## src/rtl/rf_wb_arbiter.sv

```systemverilog
// rf_wb_arbiter
// Write-back arbiter in front of the register file write port.
// Two result producers are merged onto one registered write port:
//   source A (ALU / execute) and source B (load / long-latency unit).
// Each source has a 2-entry FIFO. The two FIFO heads are arbitrated round-robin.
//
// Ports
//   clk, rst_n                     clock and asynchronous active-low reset
//   a_valid/a_ready/a_addr/a_data  source A result handshake
//   b_valid/b_ready/b_addr/b_data  source B result handshake
//   wen/waddr/wdata                registered register-file write port
//   pending                        a buffered entry or an in-flight write exists;
//                                  hazard logic uses it to stall operand reads

// rf_wb_fifo2
// Two-entry in-order FIFO holding one {addr, data} result per entry.
// ready depends only on the registered count, so a full FIFO reports not-ready
// even in a cycle in which it is being popped.
//
// Ports
//   clk, rst_n            clock and asynchronous active-low reset
//   valid, ready          push handshake
//   addr, data            pushed fields
//   pop                   remove head (only asserted while not_empty)
//   not_empty             at least one entry held
//   head_addr, head_data  oldest entry
module rf_wb_fifo2 #(
    parameter int ADDR_WIDTH = 5,
    parameter int DATA_WIDTH = 32
) (
    input  logic                  clk,
    input  logic                  rst_n,
    input  logic                  valid,
    output logic                  ready,
    input  logic [ADDR_WIDTH-1:0] addr,
    input  logic [DATA_WIDTH-1:0] data,
    input  logic                  pop,
    output logic                  not_empty,
    output logic [ADDR_WIDTH-1:0] head_addr,
    output logic [DATA_WIDTH-1:0] head_data
);

    logic [ADDR_WIDTH-1:0] addr_mem [2];
    logic [DATA_WIDTH-1:0] data_mem [2];
    logic                  rd_ptr;
    logic                  wr_ptr;
    logic [1:0]            count;
    logic                  push;

    assign ready     = (count != 2'd2);
    assign push      = valid && ready;
    assign not_empty = (count != 2'd0);
    assign head_addr = addr_mem[rd_ptr];
    assign head_data = data_mem[rd_ptr];

    // Storage needs no reset: count gates every read of it.
    always_ff @(posedge clk) begin
        if (push) begin
            addr_mem[wr_ptr] <= addr;
            data_mem[wr_ptr] <= data;
        end
    end

    always_ff @(posedge clk or negedge rst_n) begin
        if (!rst_n) begin
            rd_ptr <= 1'b0;
            wr_ptr <= 1'b0;
            count  <= 2'd0;
        end else begin
            if (push) begin
                wr_ptr <= ~wr_ptr;
            end
            if (pop) begin
                rd_ptr <= ~rd_ptr;
            end
            case ({push, pop})
                2'b10:   count <= count + 2'd1;
                2'b01:   count <= count - 2'd1;
                default: count <= count;
            endcase
        end
    end

endmodule

module rf_wb_arbiter #(
    parameter int ADDR_WIDTH   = 5,
    parameter int DATA_WIDTH   = 32,
    parameter int DISCARD_ZERO = 1
) (
    input  logic                  clk,
    input  logic                  rst_n,
    input  logic                  a_valid,
    output logic                  a_ready,
    input  logic [ADDR_WIDTH-1:0] a_addr,
    input  logic [DATA_WIDTH-1:0] a_data,
    input  logic                  b_valid,
    output logic                  b_ready,
    input  logic [ADDR_WIDTH-1:0] b_addr,
    input  logic [DATA_WIDTH-1:0] b_data,
    output logic                  wen,
    output logic [ADDR_WIDTH-1:0] waddr,
    output logic [DATA_WIDTH-1:0] wdata,
    output logic                  pending
);

    typedef enum logic {
        LAST_A = 1'b0,
        LAST_B = 1'b1
    } last_t;

    localparam logic DISCARD = (DISCARD_ZERO != 0);

    last_t                 last_q;
    last_t                 last_d;
    logic                  grant_a;
    logic                  grant_b;
    logic                  a_ne;
    logic                  b_ne;
    logic [ADDR_WIDTH-1:0] a_head_addr;
    logic [DATA_WIDTH-1:0] a_head_data;
    logic [ADDR_WIDTH-1:0] b_head_addr;
    logic [DATA_WIDTH-1:0] b_head_data;
    logic [ADDR_WIDTH-1:0] sel_addr;
    logic [DATA_WIDTH-1:0] sel_data;

    rf_wb_fifo2 #(.ADDR_WIDTH(ADDR_WIDTH), .DATA_WIDTH(DATA_WIDTH)) fifo_a (
        .clk       (clk),
        .rst_n     (rst_n),
        .valid     (a_valid),
        .ready     (a_ready),
        .addr      (a_addr),
        .data      (a_data),
        .pop       (grant_a),
        .not_empty (a_ne),
        .head_addr (a_head_addr),
        .head_data (a_head_data)
    );

    rf_wb_fifo2 #(.ADDR_WIDTH(ADDR_WIDTH), .DATA_WIDTH(DATA_WIDTH)) fifo_b (
        .clk       (clk),
        .rst_n     (rst_n),
        .valid     (b_valid),
        .ready     (b_ready),
        .addr      (b_addr),
        .data      (b_data),
        .pop       (grant_b),
        .not_empty (b_ne),
        .head_addr (b_head_addr),
        .head_data (b_head_data)
    );

    // Round-robin state resets to "B granted last" so A wins the first tie.
    always_ff @(posedge clk or negedge rst_n) begin
        if (!rst_n) begin
            last_q <= LAST_B;
        end else begin
            last_q <= last_d;
        end
    end

    always_comb begin
        last_d = last_q;
        if (grant_a) begin
            last_d = LAST_A;
        end else if (grant_b) begin
            last_d = LAST_B;
        end
    end

    // A lone non-empty source always wins; on a tie the source not granted last wins.
    always_comb begin
        grant_a = a_ne && (!b_ne || (last_q == LAST_B));
        grant_b = b_ne && !grant_a;
    end

    assign sel_addr = grant_a ? a_head_addr : b_head_addr;
    assign sel_data = grant_a ? a_head_data : b_head_data;

    // A granted address-0 entry is still consumed and still loads waddr/wdata;
    // only the enable is suppressed when discarding.
    always_ff @(posedge clk or negedge rst_n) begin
        if (!rst_n) begin
            wen   <= 1'b0;
            waddr <= '0;
            wdata <= '0;
        end else if (grant_a || grant_b) begin
            wen   <= !(DISCARD && (sel_addr == '0));
            waddr <= sel_addr;
            wdata <= sel_data;
        end else begin
            wen <= 1'b0;
        end
    end

    assign pending = a_ne || b_ne || wen;

endmodule
```

## config.mk

```make
export PLATFORM = sky130hd
export DESIGN_NAME = rf_wb_arbiter
export DESIGN_NICKNAME = d
export VERILOG_FILES = /design/src/rtl/rf_wb_arbiter.sv
export SDC_FILE = /design/constraint.sdc
export NUM_CORES = 1
export LEC_CHECK = 0
export ABC_AREA = 1
export BUFFER_PORTS_ARGS = -buffer_cell sky130_fd_sc_hd__buf_2
export CAP_MARGIN = 25
export CORE_UTILIZATION = 46
export CTS_CLUSTER_SIZE = 30
export DETAILED_ROUTE_END_ITERATION = 16
export GPL_TIMING_DRIVEN = 0
export HOLD_SLACK_MARGIN = 0.15
export PLACE_DENSITY_LB_ADDON = 0.1
export SLEW_MARGIN = 20
export SYNTH_ARGS = -nofsm -noshare
export SYNTH_HDL_FRONTEND = slang
export SYNTH_HIERARCHICAL = 1
export SYNTH_SLANG_ARGS = --single-unit
```

## constraint.sdc

```tcl
create_clock -name clk -period 3.3 [get_ports clk]
set_input_delay 0.66 -clock clk [delete_from_list [all_inputs] [get_ports clk]]
set_output_delay 0.66 -clock clk [all_outputs]
set_load 0.01 [all_outputs]
```

# Word level (Yosys, flattened, before mapping)
# Memory sizes are Yosys's and may differ from the RTL's.
# Index checks and enable logic that the tools add are counted.
[totals] register_bits=47 latch_bits=0 mem_bits_rw=148 rom_bits=0 input_bits=78 output_inout_bits=41 elab_cells=56 memories=4
[mem_list] name="fifo_a.data_mem" depth=2 width=32 rd=1 rd_ports_with_merged_regs=0 write_ports=1 line="44" text="logic [DATA_WIDTH-1:0] data_mem [2];"
[mem_list] name="fifo_b.data_mem" depth=2 width=32 rd=1 rd_ports_with_merged_regs=0 write_ports=1 line="44"
[mem_list] name="fifo_a.addr_mem" depth=2 width=5 rd=1 rd_ports_with_merged_regs=0 write_ports=1 line="43" text="logic [ADDR_WIDTH-1:0] addr_mem [2];"
[mem_list] name="fifo_b.addr_mem" depth=2 width=5 rd=1 rd_ports_with_merged_regs=0 write_ports=1 line="43"
[op_classes] addsub=4 mul=0 n_div=0 n_lt_le_gt_ge=0 n_eq_ne=6 shifts=0 muxes=11 bitwise=4 n_reduce_logical=17
[ops] operator="32-bit two-way mux" n=1
[ops] operator="2-bit nonzero test" n=5
[ops] operator="2-bit one-hot mux with 2 select lines" n=2
[ops] operator="1-bit two-way mux" n=7
[ops] operator="5-bit logical NOT" n=1
[ops] operator="5-bit two-way mux" n=1
[ops] operator="2-bit by 1-bit adder with 2-bit output (second input constant)" n=2
[ops] operator="2-bit by 1-bit == test with 1-bit output (second input constant)" n=2
[ops] operator="2-bit == test (second input constant)" n=2
[ops] operator="1-bit logical AND" n=4
[ops] operator="1-bit logical OR" n=4
[ops] operator="2-bit != test (second input constant)" n=2
[ops] operator="1-bit inverter" n=4
[ops] operator="2-bit by 1-bit subtractor with 2-bit output (second input constant)" n=2
[ops] operator="1-bit logical NOT" n=3

# Depth between registers and ports, before layout
# Gate-level depths: netlist (run 1).
[depth] word_depth=8 depth_mapped=13 ltp_nobuf=12

# Cells and area by module
# The synthesis (run 1) kept the hierarchy.
[by_module_without_submodules] module="rf_wb_fifo2" instances=2 cells_per_inst=218 area_each_um2=2971.6 seq_area_each_um2=2322.2
[by_module_without_submodules] module="rf_wb_arbiter" instances=1 cells_per_inst=225 area_each_um2=1883.1 seq_area_each_um2=977.2

# Worst setup path after synthesis (run 1)
# No wires, ideal clock.
[synth_path] path_type="input port to flip-flop" startpoint="input port a_valid" endpoint="memory fifo_a.addr_mem[0][0] (enable)" setup_time_ps=431 t_arrival_ps=2306 required_time_ps=2869 slack_ps=563 stages=2 n_path_buf=0 cell_sequence="nand2_2 > nor2_1"
[synth_between] elab_chain_cells=3
[synth_lines] item="start, declared" line="93" text="input logic a_valid,"
[synth_lines] item="1-bit logical AND" line="51" text="assign push = valid && ready;"
[synth_lines] item="1-bit two-way mux" line="58" text="if (push) begin"
[synth_lines] item="1-bit two-way mux (not written as such)" line="59" text="addr_mem[wr_ptr] <= addr;"
[synth_lines] item="end, declared" line="43"
# Every way passes these cells.

# Worst setup path in the final report (run 1)
[layout_path] startpoint="register fifo_a.count[0]" endpoint="output port pending"
[layout_between] elab_chain_cells=3
[layout_lines] item="start, declared" line="47" text="logic [1:0] count;"
[layout_lines] item="start signal, assigned" line="77" text="2'b10: count <= count + 2'd1;"
[layout_lines] item="start signal, assigned" line="78" text="2'b01: count <= count - 2'd1;"
[layout_lines] item="start signal, assigned" line="79" text="default: count <= count;"
[layout_lines] item="2-bit nonzero test" line="52" text="assign not_empty = (count != 2'd0);"
[layout_lines] item="via a_ne" line="118" text="logic a_ne;"
[layout_lines] item="1-bit logical OR (2 in series)" line="196" text="assign pending = a_ne || b_ne || wen;"
[layout_lines] item="end, declared" line="104" text="output logic pending"
# The timed path passes the listed nets, and every way through them passes these cells.

==> results of run 1 <==
critical path, stage by stage (launching register included):
cell     delay [ns]
dfrtp_1        0.40
inv_1          0.10
nand2_1        0.15
or2_1          0.27
buf_6          0.15
or2_2          0.26
buf_2          0.14
stage by stage:
stage	TNS (ns)	instance area, um^2	power (uW)	instances
final	0	9380	8970	1036
after global routing	0	9380	9570	1036
after CTS	0	9380	9050	1036
after detailed placement	0	8840	7160	1004
after global placement	-32.01	8690	6920	999
after floorplan	0	7830	5890	661
flip-flops by register name (all words and copies together), names as in the netlist:
name and count:
fifo_b/data_mem 64, fifo_a/rd_ptr 1, waddr 5, wdata 32
fifo_b/rd_ptr 1, fifo_a/addr_mem 10, fifo_a/data_mem 64, fifo_b/wr_ptr 1
fifo_b/addr_mem 10, wen 1, last_q 1, fifo_b/count 2
fifo_a/wr_ptr 1, fifo_a/count 2
routing by layer:
metal	vias up	global-route usage, %	share of wire [%]
li1	2485	-	-
met1	2429	29.5	48
met2	132	30.8	46
met3	14	4.25	5.1
met4	0	6.70	0.94
met5	-	0	0
placed cells by master (no fill, tap or decap), types with 2 or more instances in the layout:
cell type / instances
buf_16: 4
nand2_2: 8
nand4_1: 2
buf_4: 5
a21oi_1: 2
clkinv_1: 5
edfxtp_1: 148
xor2_1: 2
inv_1: 91
buf_8: 3
dfrtp_1: 46
buf_2: 124
clkbuf_8: 4
inv_6: 2
nor2_1: 5
nand2_1: 160
clkbuf_1: 6
buf_12: 2
clkbuf_16: 17
xnor2_1: 2
clkinvlp_4: 2
nand3_1: 69
buf_6: 12
ha_1: 2
o21ai_1: 32
o21ai_0: 49
nor2_4: 4
power by group through the flow:
stage	Clock (uW)	Combinational [uW]	Sequential, uW
final	1890	3350	3730
after global routing	2020	3750	3800
after CTS	1930	3390	3730
after detailed placement	0	3370	3780
after global placement	0	3150	3770
after floorplan	0	2050	3840
how the worst max path moves through the flow:
stage                                from  cells past startpoint  slack [ns]                     end
final                     fifo_a/count[0]                      6        0.74                 pending
after global routing      fifo_a/count[0]                      6        0.64                 pending
after CTS                 fifo_a/count[0]                      6        0.72                 pending
after detailed placement  fifo_b/count[0]                     12        1.11         fifo_b/count[1]
after global placement            b_valid                      3       -0.46  fifo_b/data_mem[0][15]
after floorplan                   a_valid                      2        0.56   fifo_a/addr_mem[0][0]
logic make-up (layout without fill, tap and decap cells):
| family | count (synthesis) | in the layout | share of synthesized area (%) |
|---|---|---|---|
| simple gates | 251 | 251 | 13.8 |
| flops | 195 | 195 | 71.8 |
| buf+inv | 125 | 280 | 8.22 |
| compound gates | 84 | 84 | 5.42 |
| xor+xnor | 4 | 4 | 0.448 |
| fa+ha+maj | 2 | 2 | 0.320 |
layout make-up:
cell class / instances / area, um^2
fillers: 1461 / 7210
clock inverters: 9 / 52.6
flip-flops and latches: 195 / 5620
well taps: 220 / 275
multi-input cells: 341 / 1580
repair buffers: 123 / 721
clock buffers: 23 / 488
inverters: 94 / 360
plain buffers: 31 / 283
==> run metrics, run 1 <==
Clock Latency Late Sink=0.42 ns; Post-Synthesis Cells=661; synth warn=6; FP Rows=47; actual slew at the worst max-slew pin=0.608 ns; initial antenna violation count=0; num ports=119; first-pass GRT wire length=26600 um; Worst Hold Class=in2async; Sequential Power Share=41.6%; synthesized area=7830 um^2; post-synthesis sequential area ratio=71.8%; maximum vdd drop=0.471 mV; post-cts gate resize count=0; Arrival @ worst endpoint=1.90 ns; Area growth, synth to finish=19.8%; Async S/R FF share, synth=24.1%; Chip Height=132 um; Initial Utilization=47.2%; CTS tree=built; dominant synthesized flop cell=edfxtp_1; Pleak=0.00405 uW; EDFF count, synth=148; clock buffer depth=2; Final period util=77.6%; Synth cell types=29; switching pwr=3270 uW; skew final=0.00737 ns; max-slew violations=0; DR vias=5060; switching share of power=36.4%; Root Buffer Master=clkbuf_16; final WL=16800 um; outcome=finished clean; crit end category=output pin; top cell type's share of synthesized area=56.8%; list of most frequent post-synthesis cells=160 x nand2_1, 148 x edfxtp_1, 91 x inv_1; area of the core=16600 um^2; CP Class=reg2out; Clock Power Share=21.1%; Pre-antenna DRT Iters=4; Die Wd=132 um; hold_buf cts=0; via/cell ratio=4.88; Fmax=390 MHz; H-Tree Depth=4; cts bufs inserted=17; routed len/inst=16.2 um; power density cells=956 nW/um^2; Comb pwr share=37.3%; initial drt markers=348; Mean Syn Cell Area=11.8 um^2; FF-to-FF End=fifo_b/count[1]; worst hold slack=0.212 ns; CP Max Fanout=7; max-cap violation count=0; R2R setup slack=1.05 ns; largest net degree at the start of global routing=28; ranking of synthesized cells by area=edfxtp_1 57%, dfrtp_1 15%, nand2_1 7.7%; Port Buffers=118; Util after Layout=56.5%; max_slew headroom=59.4%; area leader, netlist=edfxtp_1; P_int=5700 uW; Net Count, Synth=741; unrepaired setup endpoints after global routing=false; drt drc=0; FF-to-FF Start=fifo_b/count[0]; total global-route track usage=20.4%; final worst setup slack=0.738 ns; Critical Path Start Type=flip-flop; die area=17500 um^2; synthesis-stage register bit count=195; layout cell share with drive strength beyond 1=23.7%; Reg2Reg Depth=12; top-count cell post-synth=nand2_1; pre-CTS WS=1.11 ns; Clock Pin Slew Worst Setup and Hold Paths=0.07 ns; # setup viols final=0; diodes inserted=0; Final min period=2.56 ns; setup bufs post-CTS=0; CP required=2.64 ns; grt ovf=0; Fin. Hold Viols=0; Detail Placement HPWL=12300 um; vias in the first global route=4985; Sink Count=195; antenna-violating nets left=0; nets=883; Final Wtd Congestion=0.754
(Power assumes the default switching activity.)
==> inputs of run 2 (changes only) <==
- clock period: 3.3 -> 2.2 ns (I/O delays scaled with it)
==> run 2 against run 1 <==
Net effect:
- die area stayed put
- flip-flop and latch count stayed put
- utilization is 1.1 points higher
- highest routed layer unchanged
==> run metrics, run 2 (synthesized netlist as in run 1, its figures left out) <==
Clock Pin Slew Worst Setup and Hold Paths=0.07 ns (about the same); clock buffer depth=2 (unchanged); worst hold slack=0.193 ns (-0.0185 ns); Arrival @ worst endpoint=1.68 ns (-0.22 ns); Detail Placement HPWL=12000 um (-2.0%); Reg2Reg Depth=13 (+1); drt drc=0 (unchanged); commonest non-fill, non-tap cell in the layout=nand2_1; Final Wtd Congestion=0.796 (+5.5%); # setup viols final=0 (unchanged); crit path from=fifo_b/count[0]; FP Rows=47 (unchanged); routed len/inst=16.4 um (+1.6%); power density cells=1480 nW/um^2 (+54%); initial drt markers=342 (-1.7%); die area=17500 um^2 (unchanged); first-pass GRT wire length=26800 um (+0.68%); largest net degree at the start of global routing=32 (+14%); CP Class=reg2out; Die Wd=132 um (unchanged); crit end category=output pin; final WL=17200 um (+2.6%); Area growth, synth to finish=22.2%; nets=893 (+1.1%); actual slew at the worst max-slew pin=0.571 ns (-0.0369 ns); FF-to-FF End=fifo_b/count[1]; most frequent cells in the layout=158 x nand2_1, 148 x edfxtp_1, 122 x buf_2; Sink Count=195 (unchanged); HP Start=a_data[24]; crit path capture=pending; grt ovf=0 (unchanged); Fin. Hold Viols=0 (unchanged); final worst setup slack=0.0814 ns (-0.657 ns); CP Max Fanout=3 (-4); Final period util=96.3%; Final min period=2.12 ns; FF-to-FF Start=fifo_b/count[0]; DR vias=5098 (+0.75%); Fmax=472 MHz; Hold Crit Depth=1; Chip Height=132 um (unchanged); post-layout power=14100 uW (+57%); via/cell ratio=4.87 (-0.21%); Pre-antenna DRT Iters=6 (+2); area of the core=16600 um^2 (unchanged); cts bufs inserted=17 (unchanged); CP required=1.76 ns (-0.88 ns); max_slew headroom=61.9% (+2.6 points); skew final=0.00818 ns (+0.000810 ns); R2R setup slack=0.13 ns (-0.92 ns); Initial Utilization=47.2% (unchanged); num ports=119 (unchanged); delay of the slowest cell on the worst path=0.39 ns (about the same); layout cell share with drive strength beyond 1=25.7% (+2.0 points); TNS Setup=0 ns (unchanged); Clock Latency Late Sink=0.43 ns (about the same); diodes inserted=0 (unchanged); H-Tree Depth=4 (unchanged); max-cap violation count=0 (unchanged); Worst Hold Class=in2reg; Critical-path top delay cell=dfrtp_1; Port Buffers=118 (unchanged); initial antenna violation count=0 (unchanged); max-slew violations=0 (unchanged); antenna-violating nets left=0 (unchanged); maximum vdd drop=0.770 mV (+64%); fillers=1412 (-3.4%); total global-route track usage=20.6% (+0.20 points); most frequent cell on the critical path=buf_6; critical-path cell list=inv_2 > nand2_4 > or2_1 > buf_6 > or2_4 > buf_6; Pleak=0.00415 uW (+2.3%); Root Buffer Master=clkbuf_16; unrepaired setup endpoints after global routing=false; pre-CTS WS=0.0382 ns (-1.07 ns); outcome=finished clean; top flop regs=fifo_a/data_mem: 64 flops, fifo_b/data_mem: 64 flops, wdata: 32 flops; Critical Path Start Type=flip-flop; CTS tree=built; vias in the first global route=4906 (-1.6%)
run 2: changes by cell type in the layout (fill, tap and decap cells not counted), moves of 2 or more:
cell,before,now
buf_12,2,6
buf_16,4,0
buf_2,124,122
buf_4,5,14
bufinv_16,0,5
clkbuf_8,4,1
clkinv_1,5,2
inv_1,91,87
inv_2,1,5
nand2_1,160,158
nand2_4,0,2
run 2: how the worst min path moves through the flow:
stage / to / slack (ns)
after global routing: fifo_a/data_mem[0][27] / 0.18
after global placement: last_q / 0.47
final: fifo_a/data_mem[0][24] / 0.19
after detailed placement: wdata[16] / 0.41
after CTS: fifo_a/data_mem[1][24] / 0.17
after floorplan: fifo_a/count[0] / 0.14
run 2: cell type report:
type	count	area, um^2	share of cell area [%]
Timing Repair Buffer	133	774	8.10
Clock buffer	19	443	4.63
Clock inverter	13	204	2.13
Multi-Input combinational cell	341	1590	16.7
Tap cell	220	275	2.88
Buffer	31	285	2.98
Sequential cell	195	5620	58.8
Inverter	94	369	3.86
run 2: report_power, final:
part | switching, uW | internal (uW) | leakage, uW | total [uW]
Sequential | 414 | 5190 | 0.00194 | 5600
Clock | 1320 | 2050 | 0.000309 | 3370
Combinational | 3250 | 1890 | 0.00190 | 5150
Total | 4990 | 9130 | 0.00415 | 14100
run 2: critical path, delay by kind of cell, from the launching register on:
family,cells,cell delay (ns)
buf+inv,3,0.35
flops,1,0.39
simple gates,3,0.52
run 2: per-layer routing:
layer | routed length, um | GRT usage, %
met4 | 211 | 6.51
met1 | 8090 | 29.0
met3 | 844 | 4.52
met5 | 0 | 0
met2 | 8060 | 31.9
run 2: repair_timing:
action | CTS | global route
hold buffers | 1 | 0
cloned | 0 | 0
endpoints found under the hold margin | 16 | 0
endpoints found under the setup margin | 1 | 2
buffers inserted | 6 | 3
gates resized for setup | 6 | 7
pin swaps | 0 | 3
run 2: metrics by stage:
step	instances	cell area, um^2	utilization, %
2_1_floorplan	661	7830	-
3_3_place_gp	999	8700	52.4
5_1_grt	1046	9570	57.7
6_report	1046	9570	57.7
3_5_place_dp	1004	8810	53.1
4_1_cts	1043	9520	57.4
==> inputs of run 3 (changes only) <==
- ABC_AREA: 1 -> default
- SYNTH_HIERARCHICAL: 1 -> default
==> run 3 against run 2 <==
Net effect:
- first-iteration DRC count decreased by 39%
- register-to-register slack better by 0.08 ns
- flip-flop and latch count stayed put
- cell count shrank 22%
- critical path type unchanged
- largest cell class unchanged
- largest power group unchanged
==> run metrics, run 3 <==
outcome=finished clean; delay-heaviest family, CP=buffers and inverters; delay of the slowest cell on the worst path=0.38 ns (about the same); crit end category=output pin; Util after Layout=58.0% (+0.36 points); critical-path cell list=buf_6 > nor4_4 > buf_6 > nand2b_1 > buf_2; commonest non-fill, non-tap cell in the layout=edfxtp_1; Clock Pin Slew Worst Setup and Hold Paths=0.07 ns (about the same); grt ovf=0 (unchanged); final worst setup slack=0.117 ns (+0.0356 ns); Die Wd=131 um (-1.3%); vias in the first global route=4276 (-13%); Mean Syn Cell Area=17.2 um^2 (+46%); Net Count, Synth=522 (-30%); area of the core=16000 um^2 (-3.5%); ranking of synthesized cells by area=edfxtp_1 58%, dfrtp_1 15%, mux2i_1 9.5%; max_slew headroom=53.9% (-8.0 points); initial antenna violation count=4 (+4); Chip Height=131 um (-1.3%); Detail Placement HPWL=10100 um (-16%); antenna-violating nets left=0 (unchanged); pre-CTS WS=0.178 ns (+0.139 ns); power density cells=1470 nW/um^2 (-0.19%); dominant synthesized flop cell=edfxtp_1; skew final=0.00602 ns (-0.00216 ns); Final min period=2.08 ns (-0.0356 ns); Top Layer Used=met5; layout cell share with drive strength beyond 1=37.5% (+12 points); area used by multi-input combinational logic=1840 um^2 (+15%); Root Buffer Master=clkbuf_16; drt drc=0 (unchanged); met3 WL=824 um (-2.4%); Clock Latency Late Sink=0.42 ns (about the same); first-pass GRT wire length=23100 um (-14%); Arrival @ worst endpoint=1.64 ns (-0.04 ns); Synth cell types=37 (+28%); list of most frequent post-synthesis cells=148 x edfxtp_1, 72 x mux2i_1, 46 x dfrtp_1; Met2 Wirelength=7590 um (-5.8%); die area=17100 um^2 (-2.7%); CTS tree=built; H-Tree Depth=4 (unchanged); max-cap violation count=0 (unchanged); max-slew violations=0 (unchanged); most frequent cell on the critical path=buf_6; CP Class=reg2out; initial drt markers=209 (-39%); routed len/inst=18.5 um (+12%); synthesized area=7610 um^2 (-2.7%); Worst Hold Class=in2reg; Sink Count=195 (unchanged); Final period util=94.7% (-1.6 points); actual slew at the worst max-slew pin=0.689 ns (+0.118 ns); cts bufs inserted=17 (unchanged); FP Rows=46 (-2.1%); synthesis-stage register bit count=195 (unchanged); Final Wtd Congestion=0.709 (-11%); post-layout power=13700 uW (-3.1%); top cell type's share of synthesized area=58.4% (+1.6 points); Fin. Hold Viols=0 (unchanged); # setup viols final=0 (unchanged); Post-Synthesis Cells=442 (-33%); Area growth, synth to finish=22.0%; final WL=15200 um (-12%); synth warn=0 (-6); Fmax=480 MHz (+1.7%); Initial Utilization=47.6% (+0.40 points); num ports=119 (unchanged); fillers=1334 (-5.5%); clock buffer depth=2 (unchanged); register area=5620 um^2 (unchanged); post-synthesis sequential area ratio=73.8% (+2.0 points); EDFF count, synth=148 (unchanged); Met1 Wirelength=6460 um (-20%); DR vias=4121 (-19%); Async S/R FF share, synth=24.1% (unchanged); maximum vdd drop=0.624 mV (-19%); CP required=1.76 ns (about the same); Port Buffers=118 (unchanged); total global-route track usage=19.1% (-1.5 points); Critical Path Start Type=flip-flop; WP buf/inv=3 (unchanged); most frequent cells in the layout=148 x edfxtp_1, 129 x buf_2, 72 x mux2i_1; CP Max Fanout=7 (+4); via/cell ratio=5.02 (+3.0%); unrepaired setup endpoints after global routing=false; Critical-path top delay cell=dfrtp_1; area leader, netlist=edfxtp_1; nets=669 (-25%); largest net degree at the start of global routing=48 (+50%); Pre-antenna DRT Iters=4 (-2); Pleak=0.00365 uW (-12%); top flop regs=fifo_a.data_mem: 64 flops, fifo_b.data_mem: 64 flops, wdata: 32 flops; TNS Setup=0 ns (unchanged); top-count cell post-synth=edfxtp_1
run 3: cell count changes in the layout (fill, tap and decap cells not counted), moves of 6 or more:
cell and delta:
buf_6 -8, o21ai_2 +7, o21ai_0 -49, mux2i_1 +72
mux2_2 +28, mux2_1 +6, buf_2 +7, buf_4 -7
nand2_2 -8, nand3_1 -69, nand2_1 -118, inv_1 -87
run 3: worst paths after layout:
check / start / endpoint / slack (ns) / depth (start not counted)
max in group asynchronous: rst_n / wdata[3] / 1.15 / 2
worst min-delay path: a_data[25] / fifo_a.data_mem[0][25] / 0.20 / 1
worst max-delay path: fifo_b.count[0] / pending / 0.12 / 5
worst min register to register: wdata[27] / wdata[27] / 0.48 / 2
worst max register to register: fifo_a.count[0] / fifo_a.addr_mem[0][3] / 0.21 / 4
min in group asynchronous: rst_n / wdata[20] / 0.59 / 2
run 3: layout make-up:
class,count,share of cell area [%]
flip-flops and latches,195,60.5
clock buffers,23,5.25
diodes,3,0.0808
inverters,1,0.0943
repair buffers,128,8.22
multi-input cells,223,19.8
well taps,216,2.91
plain buffers,23,1.75
clock inverters,9,1.36
run 3: where the power goes:
part           internal [uW]  switching (uW)  leakage (uW)
Clock                   1910            1280      0.000303
Combinational           2270            2550       0.00142
Sequential              5210             460       0.00192
run 3: repair_timing:
item                                   in CTS  in global routing
hold buffers                                1                  0
gates resized for setup                     0                  0
setup buffers                               1                  3
pin swaps                                   1                  0
setup endpoints to repair                   1                  1
endpoints found under the hold margin      46                  0
run 3: worst register-to-register path, stage by stage, from the launching register on:
cell and delay, ns:
dfrtp_1 0.52, nand2b_1 0.21, nand2_1 0.15, nor2_4 0.56
buf_16 0.25
run 3: kinds of logic (layout without fill, tap and decap cells):
family / after synthesis / after routing / synth area share, %
and+or+nand+nor: 59 / 59 / 3.61
other: 0 / 3 / 0
adders and majority gates: 2 / 2 / 0.329
DFF: 195 / 195 / 73.8
xor gates and xnor gates: 10 / 10 / 1.15
AOI/OAI and AO/OA: 44 / 44 / 3.94
buffers and inverters: 24 / 184 / 2.25
muxes: 108 / 108 / 14.9
run 3: metrics by stage:
stage | hold WS (ns) | instance area, um^2 | std cells
CTS | 0.177 | 9260 | 815
finish | 0.198 | 9290 | 821
floorplan | 0.144 | 7630 | 442
global route | 0.175 | 9290 | 820
global placement | 0.463 | 8490 | 776
detailed placement | 0.468 | 8630 | 781
run 3: routing by layer:
metal	track usage, %	vias to the layer above
met4	7.10	2
li1	-	1952
met3	5.33	21
met1	23.3	2038
met5	0	-
met2	32.3	108
